--- src/rtl/isa_pkg.sv ---
// Shared ISA definitions for the front end: opcode constants, instruction
// width and the fetch buffer entry layout.
package isa_pkg;

    localparam int INSTR_W = 32;
    // PC field width inside a buffer entry; fetch_unit ADDR_W must not exceed it.
    localparam int PC_W    = 32;

    localparam logic [6:0] OP_R      = 7'b0110011;
    localparam logic [6:0] OP_I      = 7'b0010011;
    localparam logic [6:0] OP_LOAD   = 7'b0000011;
    localparam logic [6:0] OP_STORE  = 7'b0100011;
    localparam logic [6:0] OP_BRANCH = 7'b1100011;

    typedef struct packed {
        logic [INSTR_W-1:0] instr;
        logic [PC_W-1:0]    pc;
    } fetch_entry_t;

    // Opcode field as seen by the control decoder.
    function automatic logic [6:0] opcode_of(input logic [INSTR_W-1:0] w);
        return w[6:0];
    endfunction

endpackage

--- src/rtl/fetch_unit_if.sv ---
// Fetch-stage bus: instruction memory request/response, redirect from execute
// and the valid/ready handshake toward decode.
interface fetch_unit_if
    import isa_pkg::*;
#(
    parameter int ADDR_W = 32
);
    logic               imem_req;
    logic [ADDR_W-1:0]  imem_addr;
    logic               imem_gnt;
    logic               imem_rvalid;
    logic [INSTR_W-1:0] imem_rdata;
    logic               redirect_valid;
    logic [ADDR_W-1:0]  redirect_pc;
    logic               instr_valid;
    logic               instr_ready;
    logic [INSTR_W-1:0] instr;
    logic [ADDR_W-1:0]  instr_pc;
    logic [6:0]         opcode;

    // Fetch side.
    modport master (
        output imem_req, imem_addr,
        input  imem_gnt, imem_rvalid, imem_rdata,
        input  redirect_valid, redirect_pc,
        output instr_valid, instr, instr_pc, opcode,
        input  instr_ready
    );

    // Environment side: memory, execute and decode.
    modport slave (
        input  imem_req, imem_addr,
        output imem_gnt, imem_rvalid, imem_rdata,
        output redirect_valid, redirect_pc,
        input  instr_valid, instr, instr_pc, opcode,
        output instr_ready
    );
endinterface

--- src/rtl/fetch_fifo.sv ---
// Synchronous FIFO of fetch entries with push/pop/flush and occupancy count.
// Flush wins over push and pop in the same cycle. Push while full is accepted
// only together with a pop.
module fetch_fifo
    import isa_pkg::*;
#(
    parameter  int DEPTH = 2,
    localparam int PW    = $clog2(DEPTH),
    localparam int CW    = PW + 1
) (
    input  logic          clk,
    input  logic          rst,
    input  logic          push,
    input  fetch_entry_t  push_data,
    input  logic          pop,
    input  logic          flush,
    output fetch_entry_t  head,
    output logic [CW-1:0] count
);
    fetch_entry_t  mem [DEPTH];
    logic [PW-1:0] wr_ptr, rd_ptr;
    logic          full, empty, do_push, do_pop;

    assign full    = (count == CW'(DEPTH));
    assign empty   = (count == '0);
    assign do_pop  = pop && !empty;
    assign do_push = push && (!full || do_pop);
    assign head    = mem[rd_ptr];

    // Storage, pointers and occupancy; storage is cleared so the head reads 0 out of reset.
    always_ff @(posedge clk or posedge rst) begin
        if (rst) begin
            for (int i = 0; i < DEPTH; i++) mem[i] <= '0;
            wr_ptr <= '0;
            rd_ptr <= '0;
            count  <= '0;
        end else if (flush) begin
            wr_ptr <= '0;
            rd_ptr <= '0;
            count  <= '0;
        end else begin
            if (do_push) begin
                mem[wr_ptr] <= push_data;
                wr_ptr      <= wr_ptr + PW'(1);
            end
            if (do_pop) rd_ptr <= rd_ptr + PW'(1);
            count <= count + CW'(do_push) - CW'(do_pop);
        end
    end
endmodule

--- src/rtl/fetch_unit.sv ---
// Instruction fetch stage: PC, single-outstanding memory requests, buffered
// words toward decode, and redirect handling with stale-response dropping.
// Optional: FETCH_PERF_CNT_EN adds perf_fetched / perf_stall counters.
module fetch_unit
    import isa_pkg::*;
#(
    parameter int              ADDR_W   = 32,
    parameter logic [ADDR_W-1:0] RESET_PC = '0,
    parameter int              DEPTH    = 2
) (
    input  logic        clk,
    input  logic        rst,
`ifdef FETCH_PERF_CNT_EN
    output logic [31:0] perf_fetched,
    output logic [31:0] perf_stall,
`endif
    fetch_unit_if.master bus
);
    localparam int CW = $clog2(DEPTH) + 1;

    logic [ADDR_W-1:0] pc, req_pc;
    logic              outstanding, drop;
    logic              fire, resp, push, pop;
    logic [CW-1:0]     count;
    fetch_entry_t      push_data, head;

    // Space is reserved at request time: one request in flight at most, and
    // only while the buffer has a free slot, so a response always fits.
    assign bus.imem_req  = !rst && !outstanding && (count < CW'(DEPTH)) && !bus.redirect_valid;
    assign bus.imem_addr = pc;

    assign fire = bus.imem_req && bus.imem_gnt;
    assign resp = bus.imem_rvalid && outstanding;
    assign push = resp && !drop && !bus.redirect_valid;
    assign pop  = bus.instr_valid && bus.instr_ready;

    assign push_data.instr = bus.imem_rdata;
    assign push_data.pc    = PC_W'(req_pc);

    assign bus.instr_valid = (count != '0);
    assign bus.instr       = head.instr;
    assign bus.instr_pc    = ADDR_W'(head.pc);
    assign bus.opcode      = opcode_of(head.instr);

    fetch_fifo #(.DEPTH(DEPTH)) u_fifo (
        .clk       (clk),
        .rst       (rst),
        .push      (push),
        .push_data (push_data),
        .pop       (pop),
        .flush     (bus.redirect_valid),
        .head      (head),
        .count     (count)
    );

    // PC, in-flight tracking and stale-response drop flag; redirect takes priority.
    always_ff @(posedge clk or posedge rst) begin
        if (rst) begin
            pc          <= RESET_PC;
            req_pc      <= '0;
            outstanding <= 1'b0;
            drop        <= 1'b0;
        end else if (bus.redirect_valid) begin
            pc <= bus.redirect_pc & ~ADDR_W'(3);
            if (outstanding) begin
                if (bus.imem_rvalid) begin
                    // Stale word returns right now: swallow it here.
                    outstanding <= 1'b0;
                    drop        <= 1'b0;
                end else begin
                    drop <= 1'b1;
                end
            end
        end else begin
            if (fire) begin
                outstanding <= 1'b1;
                req_pc      <= pc;
                pc          <= pc + ADDR_W'(4);
            end
            if (resp) begin
                outstanding <= 1'b0;
                drop        <= 1'b0;
            end
        end
    end

`ifdef FETCH_PERF_CNT_EN
    // Delivered-instruction and decode-stall counters, free-running with wrap.
    always_ff @(posedge clk or posedge rst) begin
        if (rst) begin
            perf_fetched <= '0;
            perf_stall   <= '0;
        end else begin
            if (pop) perf_fetched <= perf_fetched + 32'd1;
            if (bus.instr_valid && !bus.instr_ready) perf_stall <= perf_stall + 32'd1;
        end
    end
`endif
endmodule

--- src/flat_wrapper.sv ---
// flat-port wrapper written by rule: the top's interface ports become plain ports
module fetch_unit_flat import isa_pkg::*;
#(
    parameter int              ADDR_W   = 32,
    parameter logic [ADDR_W-1:0] RESET_PC = '0,
    parameter int              DEPTH    = 2
)
  (clk, rst, bus_imem_req, bus_imem_addr, bus_imem_gnt, bus_imem_rvalid, bus_imem_rdata, bus_redirect_valid, bus_redirect_pc, bus_instr_valid, bus_instr, bus_instr_pc, bus_opcode, bus_instr_ready);
  fetch_unit_if #(.ADDR_W(ADDR_W)) bus_i ();
  input  logic clk;
  input  logic rst;
  output wire logic [$bits(bus_i.imem_req)-1:0] bus_imem_req;
  output wire logic [$bits(bus_i.imem_addr)-1:0] bus_imem_addr;
  input wire logic [$bits(bus_i.imem_gnt)-1:0] bus_imem_gnt;
  input wire logic [$bits(bus_i.imem_rvalid)-1:0] bus_imem_rvalid;
  input wire logic [$bits(bus_i.imem_rdata)-1:0] bus_imem_rdata;
  input wire logic [$bits(bus_i.redirect_valid)-1:0] bus_redirect_valid;
  input wire logic [$bits(bus_i.redirect_pc)-1:0] bus_redirect_pc;
  output wire logic [$bits(bus_i.instr_valid)-1:0] bus_instr_valid;
  output wire logic [$bits(bus_i.instr)-1:0] bus_instr;
  output wire logic [$bits(bus_i.instr_pc)-1:0] bus_instr_pc;
  output wire logic [$bits(bus_i.opcode)-1:0] bus_opcode;
  input wire logic [$bits(bus_i.instr_ready)-1:0] bus_instr_ready;
  assign bus_imem_req = bus_i.imem_req;
  assign bus_imem_addr = bus_i.imem_addr;
  assign bus_i.imem_gnt = bus_imem_gnt;
  assign bus_i.imem_rvalid = bus_imem_rvalid;
  assign bus_i.imem_rdata = bus_imem_rdata;
  assign bus_i.redirect_valid = bus_redirect_valid;
  assign bus_i.redirect_pc = bus_redirect_pc;
  assign bus_instr_valid = bus_i.instr_valid;
  assign bus_instr = bus_i.instr;
  assign bus_instr_pc = bus_i.instr_pc;
  assign bus_opcode = bus_i.opcode;
  assign bus_i.instr_ready = bus_instr_ready;
  fetch_unit #(.ADDR_W(ADDR_W), .RESET_PC(RESET_PC), .DEPTH(DEPTH)) u_core (.clk(clk), .rst(rst), .bus(bus_i));
endmodule
--- config.mk ---
export PLATFORM = sky130hd
export DESIGN_NAME = fetch_unit_flat
export DESIGN_NICKNAME = d
export VERILOG_FILES = /design/src/rtl/isa_pkg.sv /design/src/rtl/fetch_unit_if.sv /design/src/rtl/fetch_fifo.sv /design/src/rtl/fetch_unit.sv /design/src/flat_wrapper.sv
export SDC_FILE = /design/constraint.sdc
export NUM_CORES = 1
export LEC_CHECK = 0
export CAP_MARGIN = 5
export CORE_MARGIN = 5
export CORE_UTILIZATION = 40
export CTS_CLUSTER_DIAMETER = 50
export CTS_CLUSTER_SIZE = 14
export DETAILED_ROUTE_END_ITERATION = 10
export DONT_BUFFER_PORTS = 1
export SLEW_MARGIN = 40
export SYNTH_ARGS = -nofsm -noshare
export SYNTH_HDL_FRONTEND = slang
export SYNTH_SLANG_ARGS = --single-unit
--- constraint.sdc ---
create_clock -name clk -period 8.5 [get_ports clk]
set_input_delay 1.7 -clock clk [delete_from_list [all_inputs] [get_ports clk]]
set_output_delay 1.7 -clock clk [all_outputs]
set_load 0.05 [all_outputs]
==> results by group, run 1 <==
Synth
  • Share of the yosys chip area belonging to registers: a little over half
  • Mapped Area: about 8700 sq um
  • Avg Cell Area, Syn: 12.2 sq um
  • Synth warn: 0
  • Flops & latches, synth: 190
  • Post-synth cell types: a little over 50
  • Top cell type's share of synthesized area: between 50 and 60%
  • Post-synth EDFFs: 0
  • Post-synth ARST share: between 90% and 100%
  • Top cells by area, synth: dfrtp_1, mux2_2, nand2_1
  • Post-synth top cells: dfrtp_1, mux2_2, nand2_1
  • Most numerous cell in the Yosys netlist: dfrtp_1
  • Post-synthesis cell count: about 710
  • Yosys top cell by area: dfrtp_1
  • Ys flop type: dfrtp_1

Worst setup path
  • Crit path buffers/inverters: 1
  • Crit path max-delay family: simple AND/OR/NAND/NOR gates
  • CP peak stage delay: about 0.33 ns
  • Maximum fanout along the worst path: 46
  • Worst Setup End Kind: primary output
  • Startpoint Class: input pin
  • WS Path Type: input pin to primary output
  • Critical path data arrival time: ~2.3 ns
  • Worst path cell trace: nor4_4, buf_6
  • Worst Path Required: around 6.8 ns
  • Crit-path slowest cell: nor4_4

Global routing
  • Total Routing Usage GR: 16.7%
  • Gr ovfl total: 0
  • First-pass GRT wire length: ~32 mm
  • Initial antenna violation count: 1
  • Largest net degree at the start of global routing: between 100 and 150
  • Number of global-route vias before repair: approximately 5800

Drt
  • DRC violations left: 0
  • ANT nets after route: 0
  • Final WL: approximately 20 mm
  • Number of iterations in the first detailed-routing pass: 4
  • DR WL/cell: approximately 21 um
  • Drt initial violations: 250
  • Total number of vias: around 5400
  • DR vias/cell: 5.50

Floorplanning
  • Core Rows: 53
  • IO Pins: 175
  • Die width: approximately 160 um
  • Core area: around 21000 sq um
  • Die area: 24700 sq um
  • Die Height: ~160 um
  • Initial Util: approximately two fifths

Placed design
  • Placed Instances: roughly 950
  • I/O Buffers: 0
  • Gpl congestion: 0.837
  • Placed wire-length estimate: between 10 and 15 mm
  • Area of placed instances: 8900 sq um

Timing
  • Final Hold Violating Endpoints: 0
  • Actual slew at the worst max-slew pin: 0.763 ns
  • Fin Hold WS: 0.498 ns
  • Setup-failing EPs final: 0
  • Setup TNS: 0 ns
  • RSZ-0062 raised after global routing: no
  • Final period util: a little under half
  • Final worst path period need: 3.96 ns
  • Fmax achieved: 0.252 GHz
  • Slew HR: between 40% and 50%
  • Pins over their slew limit: 0
  • Final clock skew: 0.0114 ns

Clock tree
  • # clock sinks: 190
  • Clock-pin slew on the worst setup and hold paths: about 0.060 ns
  • # resized after CTS: 0
  • Clk buf depth: 2
  • Worst-Skew Late Latency: ~0.43 ns
  • H-tree Lvls: 4
  • Hold bufs inserted after CTS: 0
  • Root buf cell: clkbuf_16
  • CTS tree: done
  • CTS buffer count: 17
  • Post-CTS Setup Inserts: 0

Power
  • Power Dens Cells: 352 nW/um^2
  • Max VDD drop: approximately 0.14 mV
  • Leakage: roughly 4.4 nW

Flow run
  • Maxcap violations: 0

Cells and area
  • Layout cells sized above 1: 34.2%
  • Design area: approximately 9500 sq um
  • Layout Cells excl Fill: 977
  • Nets: 762
  • Syn-to-layout area delta: 9.76%

Run status
  • Status: complete, no violations

Min path
  • Class of the worst hold path: flip-flop to flip-flop
layout by cell type, fill, tap and decap left out, drive strengths merged, types with 8 or more instances in the layout:
| cell | n |
|---|---|
| buf | 8 |
| clkbuf | 21 |
| dfrtp | 190 |
| inv | 10 |
| mux2 | 186 |
| nand2 | 126 |
| nand3 | 12 |
| nand4 | 8 |
| nor2 | 13 |
| o211ai | 13 |
| o21ai | 17 |
| o311ai | 8 |
flip-flops by register name, indices dropped and copies added (netlist names):
register / flops
u_core.bus.imem_addr: 30
u_core.req_pc: 30
u_core.drop: 1
u_core.outstanding: 1
u_core.u_fifo.mem: 124
u_core.u_fifo.count: 2
u_core.u_fifo.wr_ptr: 1
u_core.u_fifo.rd_ptr: 1
where the power goes:
group | internal [mW] | switching [mW]
clock network | 0.474 | 0.344
registers | 1.13 | 0.225
logic | 0.316 | 0.863
total | 1.92 | 1.43
cell families (layout without fill, tap and decap cells):
logic type	after synthesis	in the layout	synth area share (%)
DFF	190	190	54.9
xor gates and xnor gates	10	10	1.01
AOI/OAI and AO/OA	61	61	5.08
other	1	5	0.0433
adders and majority gates	3	3	0.433
and+or+nand+nor	196	196	10.7
buffers and inverters	58	48	3.38
muxes	189	189	24.5
through the flow:
stage               utilization, %  power, mW  setup slack (ns)
floorplan                        -       2.43              1.63
global placement              41.7       2.51              3.93
detailed placement            42.1       2.56              4.53
CTS                           44.9       3.39              4.54
global route                  45.0       3.51              4.51
finish                        45.0       3.35              4.54
per-layer routing:
layer  vias to the layer above  track usage [%]  share of wire [%]
li1                       2446                -                  -
met1                      2732             21.0                 41
met2                       165             27.3                 49
met3                        29             6.08                8.1
met4                         2             4.63                1.5
met5                         -                0              0.099
area by class of cell:
type	instances	area (sq um)
antenna	1	2.50
clock buffer	20	447
clock inverter	11	158
fill	1900	11600
inverter	8	37.5
multi-input combinational	463	3660
sequential	190	4760
tap	275	344
timing repair buffer	9	105
worst paths after layout:
check,slack (ns),start,endpoint,cells past startpoint
worst max register to register,5.84,u_core.u_fifo.count[1],u_core.bus.imem_addr[30],6
worst max-delay path,4.54,bus_redirect_valid,bus_imem_req,2
worst min-delay path,0.50,u_core.u_fifo.mem[34],u_core.u_fifo.mem[34],1
max in group asynchronous,5.98,rst,u_core.u_fifo.rd_ptr,2
worst min register to register,0.50,u_core.u_fifo.mem[34],u_core.u_fifo.mem[34],1
min in group asynchronous,1.25,rst,u_core.u_fifo.mem[2],1
(Power assumes the default switching activity.)
==> inputs of run 2 (changes only) <==
==> constraint.sdc (replaced) <==
create_clock -name clk -period 3.9 [get_ports clk]
set_input_delay 0.78 -clock clk [delete_from_list [all_inputs] [get_ports clk]]
set_output_delay 0.78 -clock clk [all_outputs]
set_load 0.05 [all_outputs]
==> results by group, run 2 (synthesized netlist as in run 1, its figures left out) <==
Clock tree
  • Hold bufs inserted after CTS: 0 (unchanged)
  • H-tree Lvls: 4 (unchanged)
  • Worst-Skew Late Latency: 0.42 ns (about the same)
  • Post-CTS Setup Inserts: 0 (unchanged)
  • # clock sinks: 190 (unchanged)
  • CTS tree: done
  • CTS buffer count: 17 (unchanged)
  • Root buf cell: clkbuf_16
  • # resized after CTS: 0 (unchanged)
  • Clock-pin slew on the worst setup and hold paths: 0.07 ns (about the same)
  • Clk buf depth: 2 (unchanged)

Timing
  • RSZ-0062 raised after global routing: no
  • Fin Hold WS: 0.333 ns (-0.165 ns)
  • Final clock skew: 0.0102 ns (-0.00125 ns)
  • Actual slew at the worst max-slew pin: 0.752 ns (-0.0105 ns)
  • Pins over their slew limit: 0 (unchanged)
  • Final period util: approximately 72%
  • Final Hold Violating Endpoints: 0 (unchanged)
  • Final worst path period need: between 2 and 3 ns
  • Setup TNS: 0 ns (unchanged)
  • Slew HR: 49.8% (+0.70 points)
  • Fmax achieved: 0.354 GHz
  • Setup-failing EPs final: 0 (unchanged)

Power
  • Clock power frac: 24.5% (about the same)
  • Sequential power share: 40.2% (-0.2 points)
  • Max VDD drop: 0.285 mV (+110%)
  • Psw: 3.14 mW (+120%)
  • Comb power frac: 35.3% (about the same)
  • Sw frac: 42.9% (+0.20 points)
  • Internal cell power: 4.17 mW (+120%)
  • Leakage: 4.40 nW (about the same)
  • Power Dens Cells: 767 nW/um^2 (+120%)

Placed design
  • Placed Instances: 945 (unchanged)
  • Placed wire-length estimate: 13.4 mm (-3.6%)
  • I/O Buffers: 0 (unchanged)
  • Gpl congestion: 0.862 (+3.1%)

Worst setup path
  • Reg-to-Reg Start: u_core.bus.imem_addr[4]
  • Worst Setup End Kind: primary output
  • R2r worst-path depth: 5 (-1)
  • WS Path Type: flip-flop to primary output
  • Critical path data arrival time: 2.04 ns (-0.22 ns)
  • CP startpoint: u_core.u_fifo.rd_ptr
  • Crit-path slowest cell: dfrtp_4
  • Worst Path Required: 3.12 ns (-3.68 ns)
  • CP peak stage delay: 0.70 ns (+0.37 ns)
  • Startpoint Class: flip-flop
  • Worst path cell trace: buf_12, mux2_2
  • Maximum fanout along the worst path: 40 (-13%)

Cells and area
  • Antenna Cells: 0 (-1)
  • Layout Cells excl Fill: 977 (unchanged)
  • Register area: 4760 sq um (unchanged)
  • Most frequent cells in the layout: dfrtp_1, mux2_2, nand2_1
  • Util after Layout: 45.0% (+0.047 points)
  • Layout cells sized above 1: 34.2% (-0.049 points)
  • Syn-to-layout area delta: 9.88%
  • Fill count: 1916 (+0.84%)
  • Multi-input logic area: 3650 sq um (-0.21%)
  • Max reg flops: 124 (unchanged)
  • Most common cell after layout, fill and taps aside: dfrtp_1
  • Top reg by flops: u_core.u_fifo.mem
  • Nets: 762 (unchanged)

Drt
  • ANT nets after route: 0 (unchanged)
  • DRC violations left: 0 (unchanged)
  • DR WL/cell: 20.4 um (-1.9%)
  • DR vias/cell: 5.48 (-0.43%)
  • Number of iterations in the first detailed-routing pass: 4 (unchanged)
  • Drt initial violations: 245 (-2.0%)
  • Final WL: 19.9 mm (-1.9%)
  • Total number of vias: 5351 (-0.43%)

Global routing
  • Initial antenna violation count: 0 (-1)
  • Largest net degree at the start of global routing: 110 (+5.8%)
  • First-pass GRT wire length: 32.2 mm (-0.79%)
  • Total Routing Usage GR: 16.5% (-0.19 points)
  • Number of global-route vias before repair: 5845 (+0.65%)
  • Gr ovfl total: 0 (unchanged)

Floorplanning
  • IO Pins: 175 (unchanged)
  • Initial Util: 41.0% (unchanged)
  • Core Rows: 53 (unchanged)
  • Die area: 24700 sq um (unchanged)
  • Die width: 157 um (unchanged)
  • Core area: 21200 sq um (unchanged)
  • Die Height: 157 um (unchanged)

Run status
  • Status: complete, no violations

Min path
  • Class of the worst hold path: input pin to async pin

Flow run
  • Maxcap violations: 0 (unchanged)
-- run 2: cell types whose count changed in the layout (fill, tap and decap cells not counted), sizes merged --
cell | before | now
buf | 8 | 9
clkbuf | 21 | 18
clkinv | 5 | 4
clkinvlp | 1 | 4
diode | 1 | 0
inv | 10 | 11
-- run 2: final timing paths --
check / endpoint / slack, ns
max: bus_instr[4] / 1.08
min: u_core.u_fifo.wr_ptr / 0.33
max reg2reg: u_core.bus.imem_addr[15] / 1.37
min reg2reg: u_core.req_pc[17] / 0.50
max in group asynchronous: u_core.u_fifo.mem[22] / 2.66
min in group clk: u_core.u_fifo.rd_ptr / 0.42
-- run 2: layer usage --
metal | share of wire [%] | vias up | global-route usage (%)
met3 | 8.7 | 16 | 6.13
met4 | 1.5 | 0 | 4.83
li1 | - | 2445 | -
met1 | 42 | 2716 | 20.5
met2 | 48 | 174 | 27.2
met5 | 0 | - | 0
-- run 2: power by group through the flow --
stage                     combinational (mW)  clock, mW  sequential, mW
after floorplan                         2.46          0            2.83
after global placement                  2.53          0            2.96
after detailed placement                2.61          0            2.98
after CTS                               2.62       1.84            2.94
after global routing                    2.73       1.93            3.01
final                                   2.58       1.79            2.94
-- run 2: layout make-up --
class | count | area share, %
repair buffers | 9 | 1.31
well taps | 275 | 3.61
clock buffers | 18 | 4.51
clock inverters | 14 | 1.88
inverters | 8 | 0.355
flip-flops and latches | 190 | 50.0
multi-input cells | 463 | 38.4
-- run 2: metrics by stage --
| step | power [mW] | instance area (sq um) | setup slack, ns |
|---|---|---|---|
| floorplan | 5.29 | 8680 | 0.672 |
| global placement | 5.49 | 8860 | 1.08 |
| detailed placement | 5.59 | 8910 | 1.05 |
| CTS | 7.40 | 9520 | 1.03 |
| global route | 7.67 | 9520 | 0.981 |
| finish | 7.31 | 9520 | 1.08 |
-- run 2: critical path, delay by kind of cell, from the launching register on --
| kind | cells | cell delay (ns) |
|---|---|---|
| buffers and inverters | 1 | 0.31 |
| DFF | 1 | 0.70 |
| muxes | 1 | 0.59 |
==> inputs of run 3 (changes only) <==
==> constraint.sdc (replaced) <==
create_clock -name clk -period 2.4 [get_ports clk]
set_input_delay 0.48 -clock clk [delete_from_list [all_inputs] [get_ports clk]]
set_output_delay 0.48 -clock clk [all_outputs]
set_load 0.05 [all_outputs]
==> results by group, run 3 (synthesized netlist as in run 1, its figures left out) <==
Clock tree
  • Clock-pin slew on the worst setup and hold paths: 0.07 ns (about the same)
  • Clk buf depth: 2 (unchanged)
  • CTS tree: done
  • # clock sinks: 190 (unchanged)
  • Root buf cell: clkbuf_16
  • CTS buffer count: 17 (unchanged)
  • H-tree Lvls: 4 (unchanged)
  • # resized after CTS: 0 (unchanged)
  • Worst-Skew Late Latency: 0.43 ns (about the same)

Cells and area
  • Most common cell after layout, fill and taps aside: dfrtp_1
  • Antenna Cells: 0 (unchanged)
  • Max reg flops: 124 (unchanged)
  • Nets: 815 (+7.0%)
  • Multi-input logic area: 3650 sq um (-0.17%)
  • Top reg by flops: u_core.u_fifo.mem
  • Layout Cells excl Fill: 1030 (+5.4%)
  • Most frequent cells in the layout: dfrtp_1, mux2_2, nand2_1
  • Register area: 4760 sq um (unchanged)
  • Syn-to-layout area delta: 15.9%
  • Fill count: 1878 (-2.0%)
  • Layout cells sized above 1: 38.9% (+4.8 points)

Placed design
  • Placed Instances: 995 (+5.3%)
  • Placed wire-length estimate: 14.7 mm (+9.9%)
  • I/O Buffers: 0 (unchanged)
  • Gpl congestion: 0.881 (+2.1%)

Worst setup path
  • Critical path destination: bus_opcode[3]
  • Reg2reg end: u_core.bus.imem_addr[16]
  • CP startpoint: u_core.u_fifo.rd_ptr
  • Critical path data arrival time: 1.81 ns (-0.23 ns)
  • Worst Setup End Kind: primary output
  • Reg-to-Reg Start: u_core.bus.imem_addr[10]
  • WS Path Type: flip-flop to primary output
  • Startpoint Class: flip-flop
  • Maximum fanout along the worst path: 25 (-38%)
  • FF-to-FF setup slack: 0.29 ns (-1.08 ns)
  • Worst Path Required: 1.92 ns (-1.20 ns)
  • R2r worst-path depth: 6 (+1)

Drt
  • ANT nets after route: 0 (unchanged)
  • Drt initial violations: 239 (-2.4%)
  • DRC violations left: 0 (unchanged)
  • DR WL/cell: 20.2 um (-0.74%)
  • Total number of vias: 5593 (+4.5%)
  • Number of iterations in the first detailed-routing pass: 6 (+2)
  • Final WL: 20.8 mm (+4.6%)
  • DR vias/cell: 5.43 (-0.86%)

Floorplanning
  • Initial Util: 41.0% (unchanged)
  • Die Height: 157 um (unchanged)
  • Core area: 21200 sq um (unchanged)
  • Die width: 157 um (unchanged)
  • IO Pins: 175 (unchanged)
  • Core Rows: 53 (unchanged)
  • Die area: 24700 sq um (unchanged)

Global routing
  • Total Routing Usage GR: 17.2% (+0.69 points)
  • Gr ovfl total: 0 (unchanged)
  • Number of global-route vias before repair: 6098 (+4.3%)
  • First-pass GRT wire length: 33.5 mm (+4.1%)
  • Initial antenna violation count: 1 (+1)
  • Largest net degree at the start of global routing: 47 (-57%)

Timing
  • Slew HR: 50.8% (+0.91 points)
  • Actual slew at the worst max-slew pin: 0.738 ns (-0.0145 ns)
  • Final Hold Violating Endpoints: 0 (unchanged)
  • Fin Hold WS: 0.131 ns (-0.202 ns)
  • Final clock skew: 0.0154 ns (+0.00526 ns)
  • Final period util: between 90% and 100%
  • Setup-failing EPs final: 0 (unchanged)
  • Final worst path period need: roughly 2.3 ns
  • RSZ-0062 raised after global routing: no
  • Pins over their slew limit: 0 (unchanged)
  • Fmax achieved: between 0.4 and 0.5 GHz

Power
  • Power Dens Cells: 1220 nW/um^2 (+60%)
  • Max VDD drop: 0.478 mV (+68%)
  • Power, Total: 12.3 mW (+68%)
  • Leakage: 4.73 nW (+7.5%)

Run status
  • Status: complete, no violations

Min path
  • Class of the worst hold path: input pin to flip-flop
  • Worst hold path cell count: 1
  • Hold_sp: bus_redirect_valid

Flow run
  • Maxcap violations: 0 (unchanged)
==> run 3: metrics by stage <==
| step | setup TNS (ns) | cell area (sq um) | utilization [%] | setup WS, ns |
|---|---|---|---|---|
| 5_1_grt | 0 | 10000 | 47.5 | 0.0274 |
| 3_3_place_gp | 0 | 9400 | 44.4 | 0.227 |
| 4_1_cts | 0 | 10000 | 47.3 | 0.0605 |
| 3_5_place_dp | 0 | 9400 | 44.4 | 0.351 |
| 2_1_floorplan | -100.41 | 8680 | - | -0.528 |
| 6_report | 0 | 10000 | 47.5 | 0.109 |
==> run 3: worst min-delay path by stage <==
stage,slack [ns],to
2_1_floorplan,0.46,u_core.req_pc[4]
3_3_place_gp,0.48,u_core.req_pc[22]
3_5_place_dp,0.48,u_core.req_pc[14]
4_1_cts,0.09,u_core.bus.imem_addr[6]
5_1_grt,0.1,u_core.u_fifo.rd_ptr
6_report,0.13,u_core.u_fifo.rd_ptr
==> run 3: what timing repair did <==
item | in CTS | in global routing
buffers inserted | 1 | 0
setup endpoints to repair | 26 | 0
hold buffers | 0 | 1
endpoints found under the hold margin | 0 | 7
==> run 3: worst max-delay path: stages (launching register included) <==
cell and delay (ns):
dfrtp_4 0.60, buf_12 0.23, mux2_2 0.38, buf_12 0.17
==> run 3: layout make-up <==
| cell class | count | share of cell area [%] |
|---|---|---|
| clock buffers | 17 | 4.23 |
| clock inverters | 15 | 1.74 |
| inverters | 8 | 0.336 |
| multi-input cells | 463 | 36.3 |
| flip-flops and latches | 190 | 47.4 |
| well taps | 275 | 3.43 |
| repair buffers | 62 | 6.60 |
==> run 3: layer usage <==
metal	GRT usage (%)	vias up	routed length, um
met5	0	-	20
met4	4.06	2	280
met3	6.65	30	1900
met2	28.3	192	10100
met1	21.6	2819	8520
li1	-	2550	-
==> run 3: where the power goes <==
part,internal [mW],total (mW),switching (mW)
sequential,4.00,4.50,0.503
clock,1.57,2.86,1.29
combinational,1.49,4.93,3.44
